<file path="src/rtl/stream_mux_rr.sv">
// N-input valid/ready stream multiplexer with a single registered output stage.
// Selection is either a fixed external index or round-robin across requesting inputs.
module stream_mux_rr #(
  parameter int N_IN   = 4,
  parameter int DATA_W = 4,
  parameter int SEL_W  = $clog2(N_IN)
) (
  input  logic                     clk,
  input  logic                     rst_n,
  input  logic                     mode,
  input  logic [SEL_W-1:0]         sel,
  input  logic [N_IN-1:0]          in_valid,
  input  logic [N_IN*DATA_W-1:0]   in_data,
  output logic [N_IN-1:0]          in_ready,
  output logic                     out_valid,
  output logic [DATA_W-1:0]        out_data,
  output logic [SEL_W-1:0]         out_src,
  input  logic                     out_ready
);

  localparam int CW = SEL_W + 1;

  logic                 out_valid_q, out_valid_d;
  logic [DATA_W-1:0]    out_data_q, out_data_d;
  logic [SEL_W-1:0]     out_src_q, out_src_d;
  logic [SEL_W-1:0]     rr_ptr_q, rr_ptr_d;

  logic [DATA_W-1:0]    ch_data [N_IN];
  logic [SEL_W-1:0]     grant;
  logic                 grant_valid;
  logic [CW-1:0]        cand;
  logic                 load_ok;
  logic                 in_xfer;

  for (genvar gi = 0; gi < N_IN; gi++) begin : g_unpack
    assign ch_data[gi] = in_data[gi*DATA_W +: DATA_W];
  end

  always_comb begin
    grant       = '0;
    grant_valid = 1'b0;
    cand        = '0;
    if (!mode) begin
      if (({1'b0, sel} < CW'(N_IN)) && in_valid[sel]) begin
        grant       = sel;
        grant_valid = 1'b1;
      end
    end else begin
      // Walk upward from the channel after the last winner, wrapping at N_IN.
      for (int k = 1; k <= N_IN; k++) begin
        cand = {1'b0, rr_ptr_q} + CW'(k);
        if (cand >= CW'(N_IN)) begin
          cand = cand - CW'(N_IN);
        end
        if (!grant_valid && in_valid[cand[SEL_W-1:0]]) begin
          grant       = cand[SEL_W-1:0];
          grant_valid = 1'b1;
        end
      end
    end
  end

  // Reset also gates acceptance so no producer sees a handshake while held in reset.
  assign load_ok  = rst_n && (!out_valid_q || out_ready);
  assign in_xfer  = load_ok && grant_valid;
  assign in_ready = in_xfer ? (N_IN'(1) << grant) : '0;

  always_comb begin
    out_valid_d = out_valid_q;
    out_data_d  = out_data_q;
    out_src_d   = out_src_q;
    rr_ptr_d    = rr_ptr_q;
    if (in_xfer) begin
      out_valid_d = 1'b1;
      out_data_d  = ch_data[grant];
      out_src_d   = grant;
      if (mode) begin
        rr_ptr_d = grant;
      end
    end else if (out_ready) begin
      out_valid_d = 1'b0;
    end
  end

  always_ff @(posedge clk or negedge rst_n) begin
    if (!rst_n) begin
      out_valid_q <= 1'b0;
      out_data_q  <= '0;
      out_src_q   <= '0;
      rr_ptr_q    <= SEL_W'(N_IN - 1);
    end else begin
      out_valid_q <= out_valid_d;
      out_data_q  <= out_data_d;
      out_src_q   <= out_src_d;
      rr_ptr_q    <= rr_ptr_d;
    end
  end

  assign out_valid = out_valid_q;
  assign out_data  = out_data_q;
  assign out_src   = out_src_q;

endmodule
</file>
<file path="config.mk">
export PLATFORM = sky130hd
export DESIGN_NAME = stream_mux_rr
export DESIGN_NICKNAME = d
export VERILOG_FILES = /design/src/rtl/stream_mux_rr.sv
export SDC_FILE = /design/constraint.sdc
export NUM_CORES = 1
export LEC_CHECK = 0
export BUFFER_PORTS_ARGS = -buffer_cell sky130_fd_sc_hd__buf_2
export CAP_MARGIN = 15
export CORE_MARGIN = 5
export CORE_UTILIZATION = 44
export CTS_CLUSTER_SIZE = 14
export DETAILED_ROUTE_END_ITERATION = 10
export PLACE_DENSITY = 0.77
export SYNTH_ARGS = -nofsm -noshare
export SYNTH_HDL_FRONTEND = slang
export SYNTH_SLANG_ARGS = --single-unit
export TNS_END_PERCENT = 1
</file>
<file path="constraint.sdc">
create_clock -name clk -period 2.5 [get_ports clk]
set_clock_uncertainty 0.2 [all_clocks]
set_input_delay 0.125 -clock clk [delete_from_list [all_inputs] [get_ports clk]]
set_output_delay 0.125 -clock clk [all_outputs]
set_load 0.005 [all_outputs]
</file>
==> out/results.tsv, run 1 <==
metric	value	unit
layout cells sized above 1	41.46	%
TNS Setup	0	ps
CTS Buf Count	3	
dpl ws	321.8	ps
clock sinks	9	
Worst path depth	5	
area delta synth->final	31.89	%
routed length per instance	14.19	um
post-synthesis instance total	82	
Worst R2R End	out_data[3]	
FF+latch count, synth	9	
routed via count	833	
GRT Residual Overflow	0	
Final Instance Area	993.5	sq um
# Max-Cap Violations	0	
type of origin of the critical path	register	
Final WS setup	172.7	ps
Lkg Pwr	0.4836	nW
router iterations before antenna repair	4	
setup slack, reg-to-reg	350	ps
vias in the first global route	767	
wirelength, routed	1986	um
Rel. slew slack	39.99	%
Site Rows	15	
EDFF count, synth	0	
Peak VDD IR	0.4662	mV
IO Pins	37	
post-DR vias/cell	5.950	
Worst EP required	2170	ps
arrival time of the worst setup path	2000	ps
DRC	0	
Starting Density	45.09	%
initial DRC count	16	
worst setup path end	in_ready[2]	
Die W	51.38	um
ys flop type	dfrtp_1	
H-tree depth	1	
Post-DP Area	945.9	sq um
Placer Congestion	0.8429	
fillers	142	
mapped cell area	753.2	sq um
P per Cell Area	572.9	mW/mm^2
min Tclk post-route	2327	ps
Synth top area share	23.26	%
endpoints failing hold	0	
Core Util, Final	59.48	%
register area share after synthesis	30.23	%
clk_lat worst skew	250	ps
initial antenna violation count	0	
Largest delay share family, worst path	compound AO/OA/AOI/OAI gates	
synth top area cells	dfrtp_1 (23%), a2111oi_0 (9.3%), a211oi_1 (8.0%)	
CP max stage delay	580	ps
RSZ-0062 raised after global routing	no	
Worst setup startpoint	rr_ptr_q[0]	
fin crit share	93.09	%
largest net degree at the start of global routing	15	
CTS clk-pin slew, worst paths	60	ps
CP cell instances	mux2i_1 > a21o_1 > a211o_2 > nor3_1 > buf_2	
All-Layer GR Usage	16.07	%
clock buffer depth	2	
status	complete, no violations	
ant diodes	0	
WS Path Type	reg2out	
HPWL Detailed	1600	um
worst-path fanout max	14	
largest area contributor in the netlist	dfrtp_1	
DIE HEIGHT	51.38	um
max-slew violation count	0	
Synth cell types	31	
Fmax	429.7	MHz
worst-margin pin slew	892.6	ps
CP bufs+invs	1	
Final nets	150	
R2R depth	5	
CTS tree	built	
syn avg cell area	9.186	sq um
Post-synth ARST share	100.0	%
Antenna Nets Post-Route	0	
syn nets	108	
Min-Delay Path Class	in2reg	
Core Box Area	0.001670	sq mm
FF-to-FF Start	rr_ptr_q[0]	
crit end category	output port	
IO buf count	36	
synthesis warning total	0	
Crit-path slowest cell	dfstp_2	
global-route wire length before repair	3284	um
root buf cell	clkbuf_4	
die area	0.002639	sq mm
Final Setup Violations	0	
Post-CTS Repair Setup Buffers	0	
PnR Total Power	0.5692	mW
worst min-delay path by stage:
stage,startpoint,to,cells after the start
final,in_data[12],out_data[0],3
after global routing,in_data[14],out_data[2],3
after CTS,in_data[12],out_data[0],3
after detailed placement,rst_n,out_data[3],1
after global placement,rst_n,out_data[3],1
after floorplan,rst_n,out_data[0],0
kinds of logic after synthesis:
family / after synthesis / synth area share, %
AOI/OAI and AO/OA: 33 / 36.88
muxes: 5 / 7.309
and+or+nand+nor: 23 / 18.44
DFF: 9 / 30.23
buffers and inverters: 12 / 7.143
final cells by class:
class	instances	area (sq um)	share of cell area, %
inverters	10	37.54	3.778
flip-flops and latches	9	227.7	22.92
clock buffers	4	26.28	2.645
multi-input cells	61	473.0	47.61
well taps	17	21.27	2.141
repair buffers	39	207.7	20.91
routing by layer:
layer | part of all wire, % | GRT usage, %
met5 | 0 | 0
met4 | 0 | 2.620
met3 | 8.6 | 4.665
met2 | 50 | 26.69
met1 | 41 | 20.83
cells in the mapped netlist, types with 2 or more instances:
| cell | count |
|---|---|
| nand2_1 | 9 |
| inv_1 | 10 |
| a2111oi_0 | 8 |
| a211oi_1 | 8 |
| nor3_1 | 2 |
| o31ai_1 | 5 |
| dfstp_2 | 2 |
| a21oi_1 | 2 |
| o21ai_0 | 3 |
| nor2_1 | 2 |
| mux2_2 | 3 |
| nor3b_1 | 3 |
| dfrtp_1 | 7 |
layout by cell type, fill, tap and decap left out, types with 2 or more instances in the layout:
cell type / netlist / routed
o21ai_0: 3 / 3
nor3_1: 2 / 2
dfstp_2: 2 / 2
dfrtp_1: 7 / 7
o31ai_1: 5 / 5
buf_2: 1 / 36
inv_1: 10 / 10
mux2_2: 3 / 3
nand2_1: 9 / 9
nor2_1: 2 / 2
a21oi_1: 2 / 2
dlygate4sd3_1: 0 / 2
nor3b_1: 3 / 3
a2111oi_0: 8 / 8
clkbuf_4: 0 / 3
a211oi_1: 8 / 8
stage by stage:
stage | hold WS [ps] | instances
after floorplan | -370.6 | 82
after global placement | -198.9 | 134
after detailed placement | -195.6 | 134
after CTS | 19.01 | 140
after global routing | 34.62 | 140
final | 14.82 | 140
registers in the layout (all words and copies together), names as in the netlist:
signal / cells
out_data: 4
out_src: 2
out_valid: 1
rr_ptr_q: 2
worst register-to-register path: stages (launching register included):
cell and delay (ps):
dfstp_2 580, mux2i_1 90, a21o_1 260, a2111oi_0 560, a211oi_1 110, o31ai_1 270
where the power goes:
part | total, mW | leakage, nW | internal (mW) | switching, mW
logic | 0.237 | 0.362 | 0.110 | 0.127
clock network | 0.110 | 0.0150 | 0.0614 | 0.0488
registers | 0.222 | 0.107 | 0.193 | 0.0290
timing repair:
action / in CTS / in global routing
endpoints found under the hold margin: 10 / 0
gates resized for setup: 0 / 1
setup endpoints to repair: 0 / 1
hold buffers: 2 / 0
Power figures use the tool's default switching activity.
==> run 2, diff against run 1 <==
- CAP_MARGIN: 15 -> 20
- CORE_UTILIZATION: 44 -> 47
- CTS_BUF_LIST: default -> sky130_fd_sc_hd__clkbuf_4
- PLACE_DENSITY: 0.77 -> 0.82
- SKIP_CTS_REPAIR_TIMING: default -> 1
==> run 2 against run 1 <==
Against the previous run:
- die area shrank 5.2%
- final area is the same
- sequential power is essentially flat
- worst hold slack gained 9.0 ps
- clock-buffer cell count is the same
- via count shrank 2.9%
- worst setup slack gained 32 ps
- critical path depth is the same
- first-iteration DRC count shrank 75%
- register-to-register slack gained 20 ps
- highest routed layer is now met4
==> out/results.tsv, run 2 (synthesis gave the netlist of run 1 again) <==
metric	value	unit	change
status	complete, no violations		
endpoints failing hold	0		unchanged
CTS Buf Count	3		unchanged
area delta synth->final	31.89	%	unchanged
RSZ-0062 raised after global routing	no		
ant diodes	0		unchanged
CP max stage delay	580	ps	about the same
CTS tree	built		
vias in the first global route	787		+2.6%
CTS clk-pin slew, worst paths	60	ps	about the same
routed length per instance	14.16	um	-0.19%
clock buffer depth	2		unchanged
Worst setup startpoint	rr_ptr_q[0]		
Fmax	435.7	MHz	+1.4%
Placer Congestion	0.8479		+0.59%
worst hold path depth	3		unchanged
Site Rows	14		-1
Core Box Area	0.001506	sq mm	-9.8%
TNS Setup	0	ps	unchanged
Largest delay share family, worst path	compound AO/OA/AOI/OAI gates		
CP bufs+invs	1		unchanged
worst-margin pin slew	494.5	ps	-398.1 ps
IO buf count	36		unchanged
global-route wire length before repair	3394	um	+3.3%
routed via count	809		-2.9%
type of origin of the critical path	register		
DIE HEIGHT	50.03	um	-2.6%
setup slack, reg-to-reg	370	ps	+20 ps
leading cell type in the layout, fill and taps excluded	buf_2		
H-tree depth	1		unchanged
commonest cells after routing, fill and taps aside	buf_2 (36), inv_1 (10), nand2_1 (9)		
router iterations before antenna repair	4		unchanged
All-Layer GR Usage	17.24	%	+1.2 points
Crit-path slowest cell	dfstp_2		
max-slew violation count	0		unchanged
worst-path fanout max	14		unchanged
DRC	0		unchanged
fin crit share	91.80	%	-1.3 points
die area	0.002503	sq mm	-5.2%
WS Path Type	reg2out		
post-DR vias/cell	5.820		-2.2%
PnR Total Power	0.5819	mW	+2.2%
initial antenna violation count	0		unchanged
Peak VDD IR	0.5008	mV	+7.4%
Final Setup Violations	0		unchanged
GRT Residual Overflow	0		unchanged
Worst R2R End	out_data[0]		
Rel. slew slack	66.18	%	+26 points
FF-to-FF Start	rr_ptr_q[0]		
initial DRC count	4		-12
clock sinks	9		unchanged
hold_sp	in_data[14]		
min Tclk post-route	2295	ps	-32.24 ps
Min-Delay Path Class	in2reg		
root buf cell	clkbuf_4		
# Max-Cap Violations	0		unchanged
Worst path depth	5		unchanged
FF+latch area	227.7	sq um	unchanged
P per Cell Area	585.8	mW/mm^2	+2.2%
largest net degree at the start of global routing	15		unchanged
CP cell instances	mux2i_1 > a21o_1 > a211o_2 > nor3_1 > buf_2		
hold worst-path end	out_data[2]		
Die W	50.03	um	-2.6%
HPWL Detailed	1535	um	-4.0%
R2R depth	5		unchanged
Worst EP required	2170	ps	about the same
IO Pins	37		unchanged
Antenna Nets Post-Route	0		unchanged
crit end category	output port		
max reg flops	4		unchanged
clk_lat worst skew	260	ps	about the same
arrival time of the worst setup path	1970	ps	-30 ps
Lkg Pwr	0.4878	nW	+0.87%
multi-input logic area	473.0	sq um	unchanged
Final nets	150		unchanged
hold slack	23.84	ps	+9.012 ps
layout cells sized above 1	43.09	%	+1.6 points
wirelength, routed	1968	um	-0.91%
Starting Density	50.00	%	+4.9 points
fillers	132		-7.0%
-- run 2: layout make-up --
| class | count | area share [%] |
|---|---|---|
| Timing Repair Buffer | 39 | 20.65 |
| Clock buffer | 4 | 3.023 |
| Inverter | 10 | 3.778 |
| Tap cell | 16 | 2.015 |
| Sequential cell | 9 | 22.92 |
| Multi-Input combinational cell | 61 | 47.61 |
-- run 2: worst min-delay path: cells and delay by family --
family                 cells  cell delay (ps)
AO/OA/AOI/OAI              2              250
buffers and inverters      1               80
-- run 2: worst max-delay path by stage --
stage	endpoint	slack (ps)
floorplan	out_data[0]	520
global placement	out_data[3]	400
finish	in_ready[0]	200
CTS	in_ready[3]	90
global route	in_ready[3]	30
detailed placement	out_data[0]	330
-- run 2: power breakdown --
| group | leakage [nW] | switching [mW] | internal (mW) |
|---|---|---|---|
| sequential | 0.107 | 0.0301 | 0.193 |
| clock | 0.0184 | 0.0500 | 0.0723 |
| combinational | 0.362 | 0.125 | 0.112 |
-- run 2: per-layer routing --
layer	global-route usage (%)	part of all wire, %	up-vias	wire length (um)
met5	0	0	-	0
met4	6.114	1.2	0	24
met3	8.434	7.9	4	156
met1	18.97	41	369	815
met2	28.24	49	28	972
li1	-	-	408	-
-- run 2: stage by stage --
step	util (%)	setup slack [ps]	instances	area [sq um]
after detailed placement	63.21	334.4	134	952.2
final	65.95	204.9	139	993.5
after floorplan	-	521.7	82	753.2
after CTS	65.20	91.09	138	982.2
after global placement	63.21	398.0	134	952.2
after global routing	65.95	34.50	139	993.5
